## config.mk

```make
export PLATFORM = sky130hd
export DESIGN_NAME = seg7_scan_driver_flat
export DESIGN_NICKNAME = d
export VERILOG_FILES = /design/src/rtl/seg7_scan_driver_if.sv /design/src/rtl/seg7_scan_driver.sv /design/src/flat_wrapper.sv
export SDC_FILE = /design/constraint.sdc
export NUM_CORES = 1
export LEC_CHECK = 0
export CELL_PAD_IN_SITES_DETAIL_PLACEMENT = 1
export CELL_PAD_IN_SITES_GLOBAL_PLACEMENT = 1
export CORE_MARGIN = 2
export CORE_UTILIZATION = 44
export DETAILED_ROUTE_END_ITERATION = 8
export PLACE_DENSITY_LB_ADDON = 0.1
export SLEW_MARGIN = 10
export SYNTH_ARGS = -nofsm -noshare
export SYNTH_HDL_FRONTEND = slang
export SYNTH_SLANG_ARGS = --single-unit
```

## constraint.sdc

```tcl
create_clock -name clk -period 3.3 [get_ports clk]
set_clock_uncertainty 0.05 [all_clocks]
set_input_delay 0.825 -clock clk [delete_from_list [all_inputs] [get_ports clk]]
set_output_delay 0.825 -clock clk [all_outputs]
set_load 0.02 [all_outputs]
```

## src/rtl/seg7_scan_driver_if.sv

```systemverilog
// Load-side bus of the seven-segment scan driver: the digit values, the blank and
// decimal-point masks, and the strobe that captures them.
interface seg7_scan_driver_if;
    logic [15:0] data_in;
    logic [3:0]  blank_in;
    logic [3:0]  dp_in;
    logic        data_load;

    modport master (output data_in, blank_in, dp_in, data_load);
    modport slave  (input  data_in, blank_in, dp_in, data_load);
endinterface

```

## src/rtl/seg7_scan_driver.sv

```systemverilog
// Four-digit common-anode seven-segment scanner. Loads are double-buffered and applied
// only at frame boundaries; each digit slot begins with a dark guard interval.
module seg7_scan_driver #(
    parameter int SLOT_CYCLES  = 100000,
    parameter int BLANK_CYCLES = 1000,
    parameter int CNT_W        = 17
) (
    input  logic                 clk,
    input  logic                 rst_n,
    seg7_scan_driver_if.slave    ld,
    output logic [3:0]           an,
    output logic [6:0]           seg,
    output logic                 dp,
    output logic                 frame_done
);

    localparam logic [CNT_W-1:0] CNT_LAST  = CNT_W'(SLOT_CYCLES - 1);
    localparam logic [CNT_W-1:0] CNT_BLANK = CNT_W'(BLANK_CYCLES);

    logic [CNT_W-1:0] cnt_q, cnt_d;
    logic [1:0]       sel_q, sel_d;

    logic [3:0][3:0]  pend_data_q, pend_data_d;
    logic [3:0]       pend_blank_q, pend_blank_d;
    logic [3:0]       pend_dp_q, pend_dp_d;
    logic             pend_v_q, pend_v_d;

    logic [3:0][3:0]  act_data_q, act_data_d;
    logic [3:0]       act_blank_q, act_blank_d;
    logic [3:0]       act_dp_q, act_dp_d;

    logic             frame_done_q, frame_done_d;

    logic             slot_end;
    logic             boundary;
    logic             lit;

    function automatic logic [6:0] hex7(input logic [3:0] v);
        logic [6:0] s;
        case (v)
            4'h0: s = 7'h40;
            4'h1: s = 7'h79;
            4'h2: s = 7'h24;
            4'h3: s = 7'h30;
            4'h4: s = 7'h19;
            4'h5: s = 7'h12;
            4'h6: s = 7'h02;
            4'h7: s = 7'h78;
            4'h8: s = 7'h00;
            4'h9: s = 7'h10;
            4'hA: s = 7'h08;
            4'hB: s = 7'h03;
            4'hC: s = 7'h46;
            4'hD: s = 7'h21;
            4'hE: s = 7'h06;
            default: s = 7'h0E;
        endcase
        return s;
    endfunction

    assign slot_end = (cnt_q == CNT_LAST);
    assign boundary = slot_end && (sel_q == 2'd3);

    always_comb begin
        cnt_d = slot_end ? '0 : cnt_q + CNT_W'(1);
        sel_d = slot_end ? sel_q + 2'd1 : sel_q;
    end

    // Boundary transfer reads the old pending set, so a load on that very
    // cycle lands in pending and waits for the following boundary.
    always_comb begin
        act_data_d   = act_data_q;
        act_blank_d  = act_blank_q;
        act_dp_d     = act_dp_q;
        pend_data_d  = pend_data_q;
        pend_blank_d = pend_blank_q;
        pend_dp_d    = pend_dp_q;
        pend_v_d     = pend_v_q;
        if (boundary && pend_v_q) begin
            act_data_d  = pend_data_q;
            act_blank_d = pend_blank_q;
            act_dp_d    = pend_dp_q;
            pend_v_d    = 1'b0;
        end
        if (ld.data_load) begin
            pend_data_d  = ld.data_in;
            pend_blank_d = ld.blank_in;
            pend_dp_d    = ld.dp_in;
            pend_v_d     = 1'b1;
        end
    end

    assign frame_done_d = boundary;

    always_ff @(posedge clk) begin
        if (!rst_n) begin
            cnt_q        <= '0;
            sel_q        <= 2'd0;
            pend_data_q  <= '0;
            pend_blank_q <= 4'h0;
            pend_dp_q    <= 4'h0;
            pend_v_q     <= 1'b0;
            act_data_q   <= '0;
            act_blank_q  <= 4'hF;
            act_dp_q     <= 4'h0;
            frame_done_q <= 1'b0;
        end else begin
            cnt_q        <= cnt_d;
            sel_q        <= sel_d;
            pend_data_q  <= pend_data_d;
            pend_blank_q <= pend_blank_d;
            pend_dp_q    <= pend_dp_d;
            pend_v_q     <= pend_v_d;
            act_data_q   <= act_data_d;
            act_blank_q  <= act_blank_d;
            act_dp_q     <= act_dp_d;
            frame_done_q <= frame_done_d;
        end
    end

    // Outputs depend on registers only, so nothing on the load bus can glitch them.
    assign lit = (cnt_q >= CNT_BLANK) && !act_blank_q[sel_q];

    always_comb begin
        an  = 4'b1111;
        seg = 7'h7F;
        dp  = 1'b1;
        if (lit) begin
            an  = ~(4'b0001 << sel_q);
            seg = hex7(act_data_q[sel_q]);
            dp  = ~act_dp_q[sel_q];
        end
    end

    assign frame_done = frame_done_q;

endmodule

```

## src/flat_wrapper.sv

```systemverilog
// flat-port wrapper written by rule: the top's interface ports become plain ports
module seg7_scan_driver_flat 
#(
    parameter int SLOT_CYCLES  = 100000,
    parameter int BLANK_CYCLES = 1000,
    parameter int CNT_W        = 17
)
  (clk, rst_n, an, seg, dp, frame_done, ld_data_in, ld_blank_in, ld_dp_in, ld_data_load);
  seg7_scan_driver_if ld_i ();
  input  logic clk;
  input  logic rst_n;
  output logic [3:0] an;
  output logic [6:0] seg;
  output logic dp;
  output logic frame_done;
  input wire logic [$bits(ld_i.data_in)-1:0] ld_data_in;
  input wire logic [$bits(ld_i.blank_in)-1:0] ld_blank_in;
  input wire logic [$bits(ld_i.dp_in)-1:0] ld_dp_in;
  input wire logic [$bits(ld_i.data_load)-1:0] ld_data_load;
  assign ld_i.data_in = ld_data_in;
  assign ld_i.blank_in = ld_blank_in;
  assign ld_i.dp_in = ld_dp_in;
  assign ld_i.data_load = ld_data_load;
  seg7_scan_driver #(.SLOT_CYCLES(SLOT_CYCLES), .BLANK_CYCLES(BLANK_CYCLES), .CNT_W(CNT_W)) u_core (.clk(clk), .rst_n(rst_n), .ld(ld_i), .an(an), .seg(seg), .dp(dp), .frame_done(frame_done));
endmodule
```

==> impl_metrics.env, run 1 <==
export IMPL_status="finished, final reports clean"
export IMPL_vias_per_cell=5.46
export IMPL_min_delay_path_class="flip-flop to flip-flop"
export IMPL_ys_async_sr_fraction_pct=0
export IMPL_portBuffers=39
export IMPL_htree_levels=3
export IMPL_synth_xor_area_share_pct=4.18
export IMPL_worstPathMaxFanout=5
export IMPL_dr_pass1_iters=4
export IMPL_num_antenna_cells=0
export IMPL_setup_viol=0
export IMPL_syn_area_um2=3560
export IMPL_grt_pass1_wl_um=14500
export IMPL_utilization_pct=54.9
export IMPL_via_count=2823
export IMPL_synth_edf_count=0
export IMPL_drc=0
export IMPL_postSynthAreaPerCell_um2=9.67
export IMPL_tritoncts="built"
export IMPL_wl_um=8340
export IMPL_finalCritPeriodShare_pct=98.6
export IMPL_nNetsFinal=449
export IMPL_gp_congestion=0.800
export IMPL_start_util_pct=45.8
export IMPL_worst_ep_required_time_ns=2.42
export IMPL_rsz0062_at_grt="yes"
export IMPL_critPathKind="flip-flop to primary output"
export IMPL_num_rows=32
export IMPL_layout_drive_gt1_share_pct=16.1
export IMPL_startpoint="u_core.sel_q[0]"
export IMPL_hold_start="u_core.pend_data_q[6]"
export IMPL_final_cells=517
export IMPL_synthCells=368
export IMPL_synth_simple_area_share_pct=21.7
export IMPL_fmax_ghz=0.307
export IMPL_first_iter_violations=94
export IMPL_dp_cells=500
export IMPL_whs_ns=0.429
export IMPL_synth_seq_cells=69
export IMPL_power_density_nw_per_um2=405
export IMPL_place_ws_ns=-0.108
export IMPL_synth_cell_type_count=45
export IMPL_clockRootBuffer="clkbuf_8"
export IMPL_hpwl_um=5960
export IMPL_drv_cap=0
export IMPL_syn2layout_area_growth_pct=19.8
export IMPL_cp_end_kind="primary output"
export IMPL_antenna_left=0
export IMPL_maxSlewViolCount=0
export IMPL_ys_flop_type="dfxtp_1"
export IMPL_cts_sink_count=69
export IMPL_clock_path_buffers=2
export IMPL_fin_crit_ns=3.26
export IMPL_yosysSeqAreaShare_pct=38.8
export IMPL_antenna_found_initial=0
export IMPL_gr_usage_all_layers_pct=21.1
export IMPL_grt_max_degree=33
export IMPL_ys_warn_count=0
export IMPL_syn_num_nets=407
export IMPL_synth_compound_area_share_pct=11.1
export IMPL_wire_per_inst_um=16.1
export IMPL_first_global_vias=3012
export IMPL_synth_fa_ha_area_share_pct=4.22
export IMPL_r2r_start="u_core.cnt_q[0]"
export IMPL_synth_top_family_by_area="simple AND/OR/NAND/NOR gates"
export IMPL_startpoint_type="flip-flop"
export IMPL_die_area_um2=8820
export IMPL_finalHoldViolations=0
export IMPL_slew_limit_headroom_pct=31.0
export IMPL_final_area_um2=4260
export IMPL_p_leak_nw=1.53
export IMPL_die_x_um=93.9
export IMPL_core_area_um2=7770
export IMPL_numCtsBuffers=9
export IMPL_setup_ws_ns=0.0450
export IMPL_io_pins=40
export IMPL_tightest_slew_ns=1.04
export IMPL_die_h_um=93.9
export IMPL_muxShareOfSynthArea_pct=14.2
export IMPL_crit_arrival_ns=2.38
export IMPL_cts_hold_buf=0
export IMPL_placed_cell_area_um2=4070
export IMPL_overflow=0
export IMPL_clock_latency_ns=0.35
export IMPL_clkTransAtPathRegs_ns=0.08
export IMPL_ir_drop_v=0.000267
## Yosys cell counts, types with 6 or more instances
| library cell | n | area, um^2 |
|---|---|---|
| buf_2 | 6 | 30.0 |
| inv_1 | 12 | 45.0 |
| nor2b_1 | 25 | 156 |
| xnor2_1 | 13 | 114 |
| ha_1 | 12 | 150 |
| mux2i_1 | 29 | 290 |
| nand2_1 | 16 | 60.1 |
| a21boi_1 | 16 | 120 |
| nand4_1 | 29 | 181 |
| mux4_2 | 6 | 135 |
| dfxtp_1 | 69 | 1380 |
| o21ai_0 | 20 | 100 |
| nand3_1 | 11 | 55.1 |
| clkbuf_1 | 15 | 56.3 |
| nor2_1 | 20 | 75.1 |
## sequential cells by signal, summed over array words and instances (netlist names), 2 cells and up
register / cells
u_core.sel_q: 2
u_core.act_blank_q: 4
u_core.pend_data_q: 16
u_core.cnt_q: 17
u_core.act_dp_q: 4
u_core.pend_blank_q: 4
u_core.act_data_q: 16
u_core.pend_dp_q: 4
## worst max-delay path, cell delays in order, from the launching register on
cell and delay [ns]:
dfxtp_4 0.38, mux4_2 0.54, buf_4 0.17, ha_1 0.20, mux4_2 0.44, nand2b_1 0.15
buf_2 0.16
## per-stage QoR
step	power [W]	setup TNS (ns)
final	0.00172	0
after global routing	0.00180	-0.130
after CTS	0.00175	-0.103
after detailed placement	0.000983	-0.186
after global placement	0.000981	-0.0619
after floorplan	0.000937	0
## layout make-up
cell class	count	area, um^2
Timing Repair Buffer	60	510
Clock buffer	9	124
Multi-Input combinational cell	258	1980
Clock inverter	7	95.1
Sequential cell	69	1390
Tap cell	102	128
Fill cell	926	3500
Inverter	12	45.0
## worst paths after layout
path              cells after the start                    to  slack (ns)
hold reg to reg                       2  u_core.act_data_q[6]        0.43
hold / removal                        2  u_core.act_data_q[6]        0.43
setup reg to reg                      6  u_core.act_data_q[8]        0.93
setup / recovery                      6                seg[3]        0.04
## cell families (layout without fill, tap and decap cells)
group                      Yosys count  after routing
xor gates and xnor gates            17             17
adders and majority gates           12             12
AOI/OAI and AO/OA                   59             59
muxes                               39             39
DFF                                 69             69
buffers and inverters               41             88
and+or+nand+nor                    131            131
## cells in the final DEF, fill, tap and decap left out, types with 3 or more instances in the layout
cell and n:
dfxtp_1 68, mux2i_1 29, nand4_1 29, clkdlybuf4s50_1 27, nor2b_1 25, buf_4 21, nor2_1 20, o21ai_0 20
nand2_1 16, a21boi_1 16, xnor2_1 13, nand3_1 11, inv_1 10, ha_1 10, clkbuf_8 9, mux4_2 6
dlygate4sd2_1 6, nor3_1 5, o31ai_1 5, a21boi_0 5, or3b_2 4, and2_1 4, nor4_1 4, xor2_1 4
clkbuf_2 4, mux2i_4 3, nand2b_1 3, a21oi_1 3
## what timing repair did
item,in CTS,in global routing
hold endpoints to repair,0,0
gates resized for setup,22,14
setup buffers,0,1
endpoints found under the setup margin,12,6
pin swaps,0,0
## per-layer routing
layer / up-vias / GRT usage, % / share of wire, %
met5: - / 0 / 0
met4: 0 / 6.64 / 1.3
met3: 8 / 4.74 / 2.8
met2: 35 / 38.0 / 52
met1: 1376 / 24.7 / 44
li1: 1404 / - / -
## power breakdown
part / total (W) / internal, W / switching, W
sequential: 0.000867 / 0.000853 / 0.0000140
clock: 0.000763 / 0.000428 / 0.000336
combinational: 0.0000946 / 0.0000582 / 0.0000364
Power figures use the tool's default switching activity.
==> run 2: changes to the inputs <==
PLACE_DENSITY_LB_ADDON = 0.08   (was 0.1)
==> impl_metrics.env, run 2 (synthesized netlist as in run 1, its figures left out) <==
export IMPL_antenna_found_initial=0
export IMPL_via_count=2825
export IMPL_grt_pass1_wl_um=15100
export IMPL_htree_levels=3
export IMPL_ir_drop_v=0.000241
export IMPL_rsz0062_at_grt="yes"
export IMPL_layout_drive_gt1_share_pct=14.0
export IMPL_final_common_cell="dfxtp_1"
export IMPL_num_rows=32
export IMPL_clockRootBuffer="clkbuf_8"
export IMPL_first_iter_violations=103
export IMPL_cp_cell_sequence="mux4_2 -> ha_2 -> or3b_2 -> a21oi_1 -> o31ai_1 -> clkbuf_2"
export IMPL_drv_cap=0
export IMPL_startpoint_type="flip-flop"
export IMPL_layout_common_cells="dfxtp_1 (68), mux2i_1 (29), nand4_1 (29), clkdlybuf4s50_1 (27), nor2b_1 (25)"
export IMPL_antenna_left=0
export IMPL_syn2layout_area_growth_pct=18.9
export IMPL_num_antenna_cells=0
export IMPL_nNetsFinal=442
export IMPL_nFillCells=915
export IMPL_clock_latency_ns=0.36
export IMPL_setup_viol=0
export IMPL_gr_usage_all_layers_pct=22.3
export IMPL_finalCritPeriodShare_pct=98.4
export IMPL_clkTransAtPathRegs_ns=0.08
export IMPL_vias_per_cell=5.54
export IMPL_dr_pass1_iters=4
export IMPL_portBuffers=39
export IMPL_largest_registers="u_core.cnt_q x17, u_core.act_data_q x16, u_core.pend_data_q x16"
export IMPL_start_util_pct=45.8
export IMPL_fin_crit_ns=3.25
export IMPL_tritoncts="built"
export IMPL_maxSlewViolCount=0
export IMPL_drc=0
export IMPL_critPathKind="flip-flop to primary output"
export IMPL_p_leak_nw=1.48
export IMPL_postCtsSetupBuffers=0
export IMPL_fmax_ghz=0.308
export IMPL_numCtsBuffers=9
export IMPL_clock_path_buffers=2
export IMPL_slew_limit_headroom_pct=33.7
export IMPL_worstPathMaxFanout=5
export IMPL_power_density_nw_per_um2=395
export IMPL_wire_per_inst_um=17.4
export IMPL_max_stage_delay_ns=0.55
export IMPL_regMostFlops="u_core.cnt_q"
export IMPL_tightest_slew_ns=0.995
export IMPL_grt_max_degree=29
export IMPL_status="finished, final reports clean"
export IMPL_crit_arrival_ns=2.37
export IMPL_placed_cell_area_um2=4030
export IMPL_finalHoldViolations=0
export IMPL_min_delay_path_class="flip-flop to flip-flop"
export IMPL_io_pins=40
export IMPL_first_global_vias=3081
export IMPL_worst_ep_required_time_ns=2.42
export IMPL_cts_sink_count=69
export IMPL_cp_end_kind="primary output"
export IMPL_core_area_um2=7770
export IMPL_die_x_um=93.9
export IMPL_gp_congestion=0.807
export IMPL_largest_register_ffs=17
export IMPL_die_area_um2=8820
export IMPL_die_h_um=93.9
export IMPL_wl_um=8880
export IMPL_hpwl_um=6120
export IMPL_final_area_um2=4230
export IMPL_crit_slowest_cell="mux4_2"
export IMPL_setup_tns_final_ns=0
export IMPL_overflow=0
-- run 2: power by group --
part | leakage, nW | internal, W | switching [W]
registers | 0.562 | 0.000853 | 0.0000143
logic | 0.822 | 0.0000586 | 0.0000377
clock network | 0.0995 | 0.000371 | 0.000338
-- run 2: area by class of cell --
cell class / instances / area (um^2) / area share (%)
Clock buffer: 11 / 141 / 3.34
Multi-Input combinational cell: 258 / 1980 / 46.8
Clock inverter: 5 / 60.1 / 1.42
Timing Repair Buffer: 53 / 493 / 11.6
Tap cell: 102 / 128 / 3.02
Sequential cell: 69 / 1390 / 32.7
Inverter: 12 / 45.0 / 1.06
-- run 2: per-layer routing --
metal / global-route usage, % / share of wire (%)
met1: 26.2 / 43
met3: 4.65 / 3.6
met5: 0 / 0
met2: 39.8 / 52
met4: 8.21 / 1.7
-- run 2: through the flow --
stage | hold slack [ns] | util [%] | cells | power (W) | setup slack [ns]
detailed placement | 0.423 | 51.9 | 494 | 0.000985 | -0.0530
global placement | 0.409 | 51.9 | 494 | 0.000980 | 0.0122
floorplan | 0.391 | - | 368 | 0.000937 | 0.0638
finish | 0.430 | 54.5 | 510 | 0.00167 | 0.0529
CTS | 0.435 | 54.5 | 510 | 0.00169 | -0.0935
global route | 0.461 | 54.5 | 510 | 0.00173 | -0.0187
-- run 2: path summary, 6_finish.rpt --
path,start,slack [ns],cells past startpoint,end
worst min register to register,u_core.pend_data_q[14],0.43,2,u_core.act_data_q[14]
worst max-delay path,u_core.sel_q[0],0.05,6,seg[0]
worst min-delay path,u_core.pend_data_q[14],0.43,2,u_core.act_data_q[14]
worst max register to register,u_core.cnt_q[13],1.01,4,u_core.act_data_q[3]
-- run 2: worst max-delay path: cells and delay by family, from the launching register on --
family | cells | cell delay, ns
AOI/OAI and AO/OA | 2 | 0.24
adders and majority gates | 1 | 0.24
buffers and inverters | 1 | 0.15
DFF | 1 | 0.37
muxes | 1 | 0.55
and+or+nand+nor | 1 | 0.46
-- run 2: timing repair --
item / CTS / global route
gates resized for setup: 21 / 11
cloned: 0 / 0
hold buffers: 0 / 0
setup endpoints to repair: 12 / 5
==> run 3: changes to the inputs <==
ABC_CLOCK_PERIOD_IN_PS = 4100   (was unset)
CORE_UTILIZATION = 47   (was 44)
clock period = 4.1 ns   (was 3.3 ns; I/O delays follow)
==> impl_metrics.env, run 3 (synthesized netlist as in run 1, its figures left out) <==
export IMPL_max_stage_delay_ns=0.68
export IMPL_worstPathMaxFanout=11
export IMPL_wl_um=8470
export IMPL_gr_usage_all_layers_pct=21.2
export IMPL_ir_drop_v=0.000257
export IMPL_layout_drive_gt1_share_pct=10.0
export IMPL_core_area_um2=7290
export IMPL_cts_sink_count=69
export IMPL_finalCritPeriodShare_pct=96.1
export IMPL_num_rows=31
export IMPL_worst_ep_required_time_ns=3.02
export IMPL_cp_common_cell="mux4_2"
export IMPL_wire_per_inst_um=17.0
export IMPL_nFillCells=849
export IMPL_hpwl_um=5830
export IMPL_tightest_slew_ns=1.03
export IMPL_die_h_um=91.0
export IMPL_via_count=2738
export IMPL_finalHoldViolations=0
export IMPL_first_global_vias=2865
export IMPL_drc=0
export IMPL_die_area_um2=8280
export IMPL_power_density_nw_per_um2=319
export IMPL_clkTransAtPathRegs_ns=0.09
export IMPL_status="finished, final reports clean"
export IMPL_gp_congestion=0.855
export IMPL_cts_hold_buf=0
export IMPL_numCtsBuffers=9
export IMPL_setup_viol=0
export IMPL_clock_path_buffers=2
export IMPL_syn2layout_area_growth_pct=16.8
export IMPL_final_common_cell="dfxtp_1"
export IMPL_first_iter_violations=112
export IMPL_clockRootBuffer="clkbuf_8"
export IMPL_htree_levels=3
export IMPL_regMostFlops="u_core.cnt_q"
export IMPL_min_delay_path_class="flip-flop to flip-flop"
export IMPL_dp_cells=482
export IMPL_cts_resized=0
export IMPL_rsz0062_at_grt="no"
export IMPL_final_cells=498
export IMPL_tritoncts="built"
export IMPL_postCtsSetupBuffers=0
export IMPL_fmax_ghz=0.254
export IMPL_cp_end_kind="primary output"
export IMPL_critPathKind="flip-flop to primary output"
export IMPL_layout_common_cells="dfxtp_1 (69), clkdlybuf4s50_1 (38), mux2i_1 (29), nand4_1 (29), nor2b_1 (25)"
export IMPL_antenna_found_initial=0
export IMPL_portBuffers=39
export IMPL_num_antenna_cells=0
export IMPL_grt_max_degree=55
export IMPL_largest_registers="u_core.cnt_q x17, u_core.act_data_q x16, u_core.pend_data_q x16"
export IMPL_antenna_left=0
export IMPL_largest_register_ffs=17
export IMPL_drv_cap=0
export IMPL_start_util_pct=48.8
export IMPL_crit_slowest_cell="mux4_2"
export IMPL_dr_pass1_iters=4
export IMPL_startpoint_type="flip-flop"
export IMPL_die_x_um=91.0
export IMPL_grt_pass1_wl_um=14100
export IMPL_overflow=0
export IMPL_critPathTopFamily="multiplexers"
export IMPL_setup_tns_final_ns=0
export IMPL_cp_cell_sequence="buf_4 -> mux4_2 -> mux4_2 -> nand2b_1 -> clkdlybuf4s50_1"
export IMPL_maxSlewViolCount=0
export IMPL_crit_buf_inv=2
export IMPL_slew_limit_headroom_pct=31.2
export IMPL_fin_crit_ns=3.94
export IMPL_vias_per_cell=5.50
export IMPL_p_leak_nw=1.46
export IMPL_nNetsFinal=433
export IMPL_crit_arrival_ns=2.86
export IMPL_io_pins=40
export IMPL_clock_latency_ns=0.35
==> run 3: final timing paths <==
path	endpoint	start	slack, ns	cells past startpoint
setup / recovery	seg[3]	u_core.sel_q[0]	0.16	5
hold / removal	u_core.act_dp_q[0]	u_core.act_dp_q[0]	0.43	2
setup reg to reg	u_core.act_data_q[7]	u_core.cnt_q[0]	1.65	5
hold reg to reg	u_core.act_dp_q[0]	u_core.act_dp_q[0]	0.43	2
==> run 3: cell type report <==
class / count / area (um^2) / area share [%]
timing repair buffer: 44 / 430 / 10.4
tap: 99 / 124 / 2.98
multi-input combinational: 258 / 1980 / 47.6
clock buffer: 9 / 124 / 2.98
inverter: 12 / 45.0 / 1.08
clock inverter: 7 / 73.8 / 1.78
sequential: 69 / 1380 / 33.2
==> run 3: worst min-delay path: cells and delay by family (launching register included) <==
family	cells	cell delay, ns
flops	1	0.31
compound gates	2	0.13
==> run 3: per-layer routing <==
layer	track usage [%]	up-vias	routed length (um)
li1	-	1360	-
met5	0	-	0
met3	4.32	6	190
met2	38.1	36	4300
met1	26.0	1336	3920
met4	4.92	0	65
==> run 3: per-stage QoR <==
| step | power, W | setup slack [ns] | area (um^2) | utilization (%) | hold WS (ns) |
|---|---|---|---|---|---|
| after detailed placement | 0.000791 | 0.434 | 3950 | 54.2 | 0.415 |
| final | 0.00133 | 0.161 | 4160 | 57.0 | 0.428 |
| after CTS | 0.00134 | 0.0423 | 4150 | 56.9 | 0.427 |
| after floorplan | 0.000754 | 0.664 | 3560 | - | 0.391 |
| after global routing | 0.00138 | 0.0248 | 4160 | 57.0 | 0.454 |
| after global placement | 0.000788 | 0.498 | 3950 | 54.2 | 0.408 |
==> run 3: where the power goes <==
group,internal (W),switching (W),leakage (nW)
clock network,0.000241,0.000313,0.101
registers,0.000687,0.0000111,0.562
logic,0.0000463,0.0000292,0.797
total,0.000974,0.000353,1.46
==> variant 1 (flow settings as in run 2) <==
Reset style: asynchronous (`rst_n`), changed in one clocked block.
--- a/src/rtl/seg7_scan_driver.sv
+++ b/src/rtl/seg7_scan_driver.sv
@@ -94,3 +94,3 @@
 
-    always_ff @(posedge clk) begin
+    always_ff @(posedge clk or negedge rst_n) begin
         if (!rst_n) begin
Formal check against the unedited RTL: same outputs for any inputs over 10 cycles, from zero or initial values and one cycle with rst_n low; that may be too few to reach the edited logic, so the function may still have changed.
==> variant 1 against run 2 <==
Power is 0.65% lower; count of clock-buffer cells in the layout is 1 higher; sequential cell count stayed put; clock power is 3.8% lower; via count is 23% lower; non-clock buffer count is 4 lower; design area is 2.5% lower; fmax is 0.67% higher; routed wire length is 22% lower; first-iteration DRC count is 17% lower; worst setup slack better by 22 ps; cell count is 19% lower; synthesized area is 5.1% lower; largest cell class is now flip-flops and latches.
==> variant 1: results (changes against run 2) <==
status=finished, final reports clean (unchanged); r2r startpoint=u_core.cnt_q[0]$_DFF_PN0_ (was u_core.cnt_q[13]$_SDFF_PP0_); RD Place Congestion=0.814 (was 0.807); Worst R2R Path Depth=5 (was 4); FF-to-FF End=u_core.act_data_q[6]$_DFFE_PN0P_ (was u_core.act_data_q[3]$_SDFFE_PN0P_); Placed Cells=392 (was 494); top cells by count, synth=dfrtp_1, mux2_2, nand2_1 (was dfxtp_1, mux2i_1, nand4_1); DP HPWL=4830 um (was 6120 um); Synth Area in XOR/XNOR=4.67% (was 4.18%); Synth Area per Inst=13.1 um^2 (was 9.67 um^2); Setup crit start=u_core.sel_q[0]$_DFFE_PN0N_ (was u_core.sel_q[0]$_SDFFE_PN0P_); crit path to=seg[4] (was seg[0]); GRT Util Overall=17.9% (was 22.3%); syn_nets=296 (was 407); dpl ws=98.8 ps (was -53.0 ps); sequential cell area fraction in the yosys report=51.3% (was 38.8%); top post-synthesis cells by area=dfrtp_1, mux2_2, mux4_2 (was dfxtp_1, mux2i_1, nand4_1); TritonRoute pass-1 iters=3 (was 4); Largest stage delay, worst path=600 ps (was 550 ps); drt wl/cell=16.8 um (was 17.4 um); Yosys top cell area share=48.1% (was 38.8%); Filler cells=741 (was 915); Critical Path AT=2350 ps (was 2370 ps); R2R setup slack=870 ps (was 1010 ps); initial drt markers=86 (was 103); post-synthesis adder-cell area fraction=4.44% (was 4.22%); P_leak=1.78 nW (was 1.48 nW); hold crit path type=in -> async (was reg -> reg); actual slew at the worst max-slew pin=811 ps (was 995 ps); Synth Area in Compound Gates=3.74% (was 11.1%); DRT met1 WL=3390 um (was 3820 um); Worst VDD drop=259 uV (was 241 uV)
==> variant 1: cell count changes after synthesis, sizes merged, moves of 9 or more <==
cell / delta
a21boi: -21
nand4: -24
dfrtp: +65
mux2i: -32
dfxtp: -69
clkbuf: -11
nor2b: -25
o21ai: -15
mux2: +48
nor2: -9
==> variant 1: final cells by class <==
type | instances | area share [%]
Inverter | 7 | 0.637
Clock inverter | 4 | 1.18
Timing Repair Buffer | 49 | 11.2
Sequential cell | 69 | 42.0
Clock buffer | 12 | 3.52
Multi-Input combinational cell | 171 | 38.4
Tap cell | 99 | 3.00
==> variant 1: where the power goes <==
group	internal, W	switching [W]
clock	0.000369	0.000313
sequential	0.000875	0.0000155
combinational	0.0000555	0.0000326
total	0.00130	0.000361
==> variant 1: what timing repair did <==
item / 4_1_cts / 5_1_grt
pin swaps: 0 / 0
setup buffers: 1 / 1
cloned: 0 / 1
gates resized for setup: 14 / 11
hold endpoints to repair: 0 / 0
setup endpoints to repair: 12 / 7
==> variant 2 (settings of run 2) <==
Made on the original files. `CNT_W` is set to 17 in 2 places; all go to 34.
--- a/src/rtl/seg7_scan_driver.sv
+++ b/src/rtl/seg7_scan_driver.sv
@@ -5,3 +5,3 @@
     parameter int BLANK_CYCLES = 1000,
-    parameter int CNT_W        = 17
+    parameter int CNT_W        = 34
 ) (
--- a/src/flat_wrapper.sv
+++ b/src/flat_wrapper.sv
@@ -5,3 +5,3 @@
     parameter int BLANK_CYCLES = 1000,
-    parameter int CNT_W        = 17
+    parameter int CNT_W        = 34
 )
Behaviour: no difference found for any inputs over 10 cycles, from zero or initial values and one cycle with rst_n low; that may be too few to reach the edited logic, so the function may still have changed.
==> variant 2 against run 2 <==
Largest cell class unchanged; sequential cell count is 17 higher; worst setup slack better by 12 ps; design area rose by 13%; critical endpoint unchanged; routed wire length is 12% higher; register-to-register slack worse by 460 ps; synthesized area is 14% higher; power rose by 20%.
==> variant 2: results (changes against run 2) <==
worst hold path startpoint=u_core.pend_data_q[5]$_SDFFE_PN0P_ (was u_core.pend_data_q[14]$_SDFFE_PN0P_); first-pass GRT wire length=16600 um (was 15100 um); Top Registers=u_core.cnt_q (34), u_core.act_data_q (16), u_core.pend_data_q (16) (was u_core.cnt_q (17), u_core.act_data_q (16), u_core.pend_data_q (16)); status=finished, final reports clean (unchanged); slew margin rel.=39.1% (was 33.7%); syn_nets=497 (was 407); DP HPWL=6810 um (was 6120 um); sequential cell area fraction in the yosys report=42.5% (was 38.8%); P_leak=1.75 nW (was 1.48 nW); GRT met1 Usage=23.0% (was 26.2%); Synth Area per Inst=8.85 um^2 (was 9.67 um^2); Largest stage delay, worst path=530 ps (was 550 ps); Hold Path Sink=u_core.act_data_q[5]$_SDFFE_PN0P_ (was u_core.act_data_q[14]$_SDFFE_PN0P_); top post-synthesis cells by area=dfxtp_1, mux2i_1, nor2_1 (was dfxtp_1, mux2i_1, nand4_1); CP top delay family=compound AO/OA/AOI/OAI gates (was multiplexers); largest net degree at the start of global routing=49 (was 29); Synth cell types=43 (was 45); vias after detailed routing=3370 (was 2825); Worst VDD drop=284 uV (was 241 uV); Final #Nets=536 (was 442); FF-to-FF End=u_core.cnt_q[15]$_SDFF_PP0_ (was u_core.act_data_q[3]$_SDFFE_PN0P_); placed cell area=4550 um^2 (was 4030 um^2); r2r startpoint=u_core.cnt_q[0]$_SDFF_PP0_ (was u_core.cnt_q[13]$_SDFF_PP0_); DRT Wirelength=9900 um (was 8880 um); RD Place Congestion=0.829 (was 0.807); met3 usage=4.18% (was 4.65%); Placed Cells=596 (was 494); share of cells above drive strength 1=11.8% (was 14.0%); initial drt markers=69 (was 103); dpl ws=-149 ps (was -53.0 ps); Finished Layout Cells=613 (was 510); Tmin final=3240 ps (was 3250 ps); vias in the first global route=3524 (was 3081); R2R setup slack=550 ps (was 1010 ps); Hold Worst Slack=401 ps (was 430 ps); Worst R2R Path Depth=7 (was 4)
variant 2: changes by cell type after synthesis, moves of 17 or more:
cell	delta
nor2_1	+49
dfxtp_1	+17
o21ai_1	+20
nand2_1	+23
xor2_1	+19
nor2b_1	-24
nand3_1	+31
variant 2: kinds of logic after synthesis:
group | after synthesis | synth area share [%]
AND/OR/NAND/NOR | 206 | 24.6
flip-flops | 86 | 42.5
AO/OA/AOI/OAI | 43 | 6.36
multiplexers | 40 | 11.3
buffers and inverters | 39 | 4.66
XOR/XNOR | 32 | 6.91
adder cells (fa/ha/maj) | 12 | 3.70
variant 2: cell type report:
cell class | instances | area, um^2
fill | 1092 | 4330
sequential | 86 | 1730
tap | 111 | 139
clock inverter | 7 | 96.3
timing repair buffer | 54 | 479
clock buffer | 9 | 124
inverter | 13 | 48.8
multi-input combinational | 333 | 2160
variant 2: worst min-delay path, stage by stage (launching register included):
cell and delay (ps):
dfxtp_1 320, nand2_1 50, o21ai_1 50
variant 2: power breakdown:
group          internal [W]  switching [W]
clock              0.000431       0.000402
sequential          0.00106      0.0000136
combinational     0.0000529      0.0000500
variant 2: timing repair:
item,in CTS,in global routing
setup endpoints to repair,12,5
pin swaps,1,1
resized for setup,33,10
buffers inserted,1,0
variant 2: per-layer routing:
metal	vias to the layer above	share of wire, %
met3	17	2.2
met5	-	0
met1	1647	43
li1	1665	-
met2	41	53
met4	0	2.1
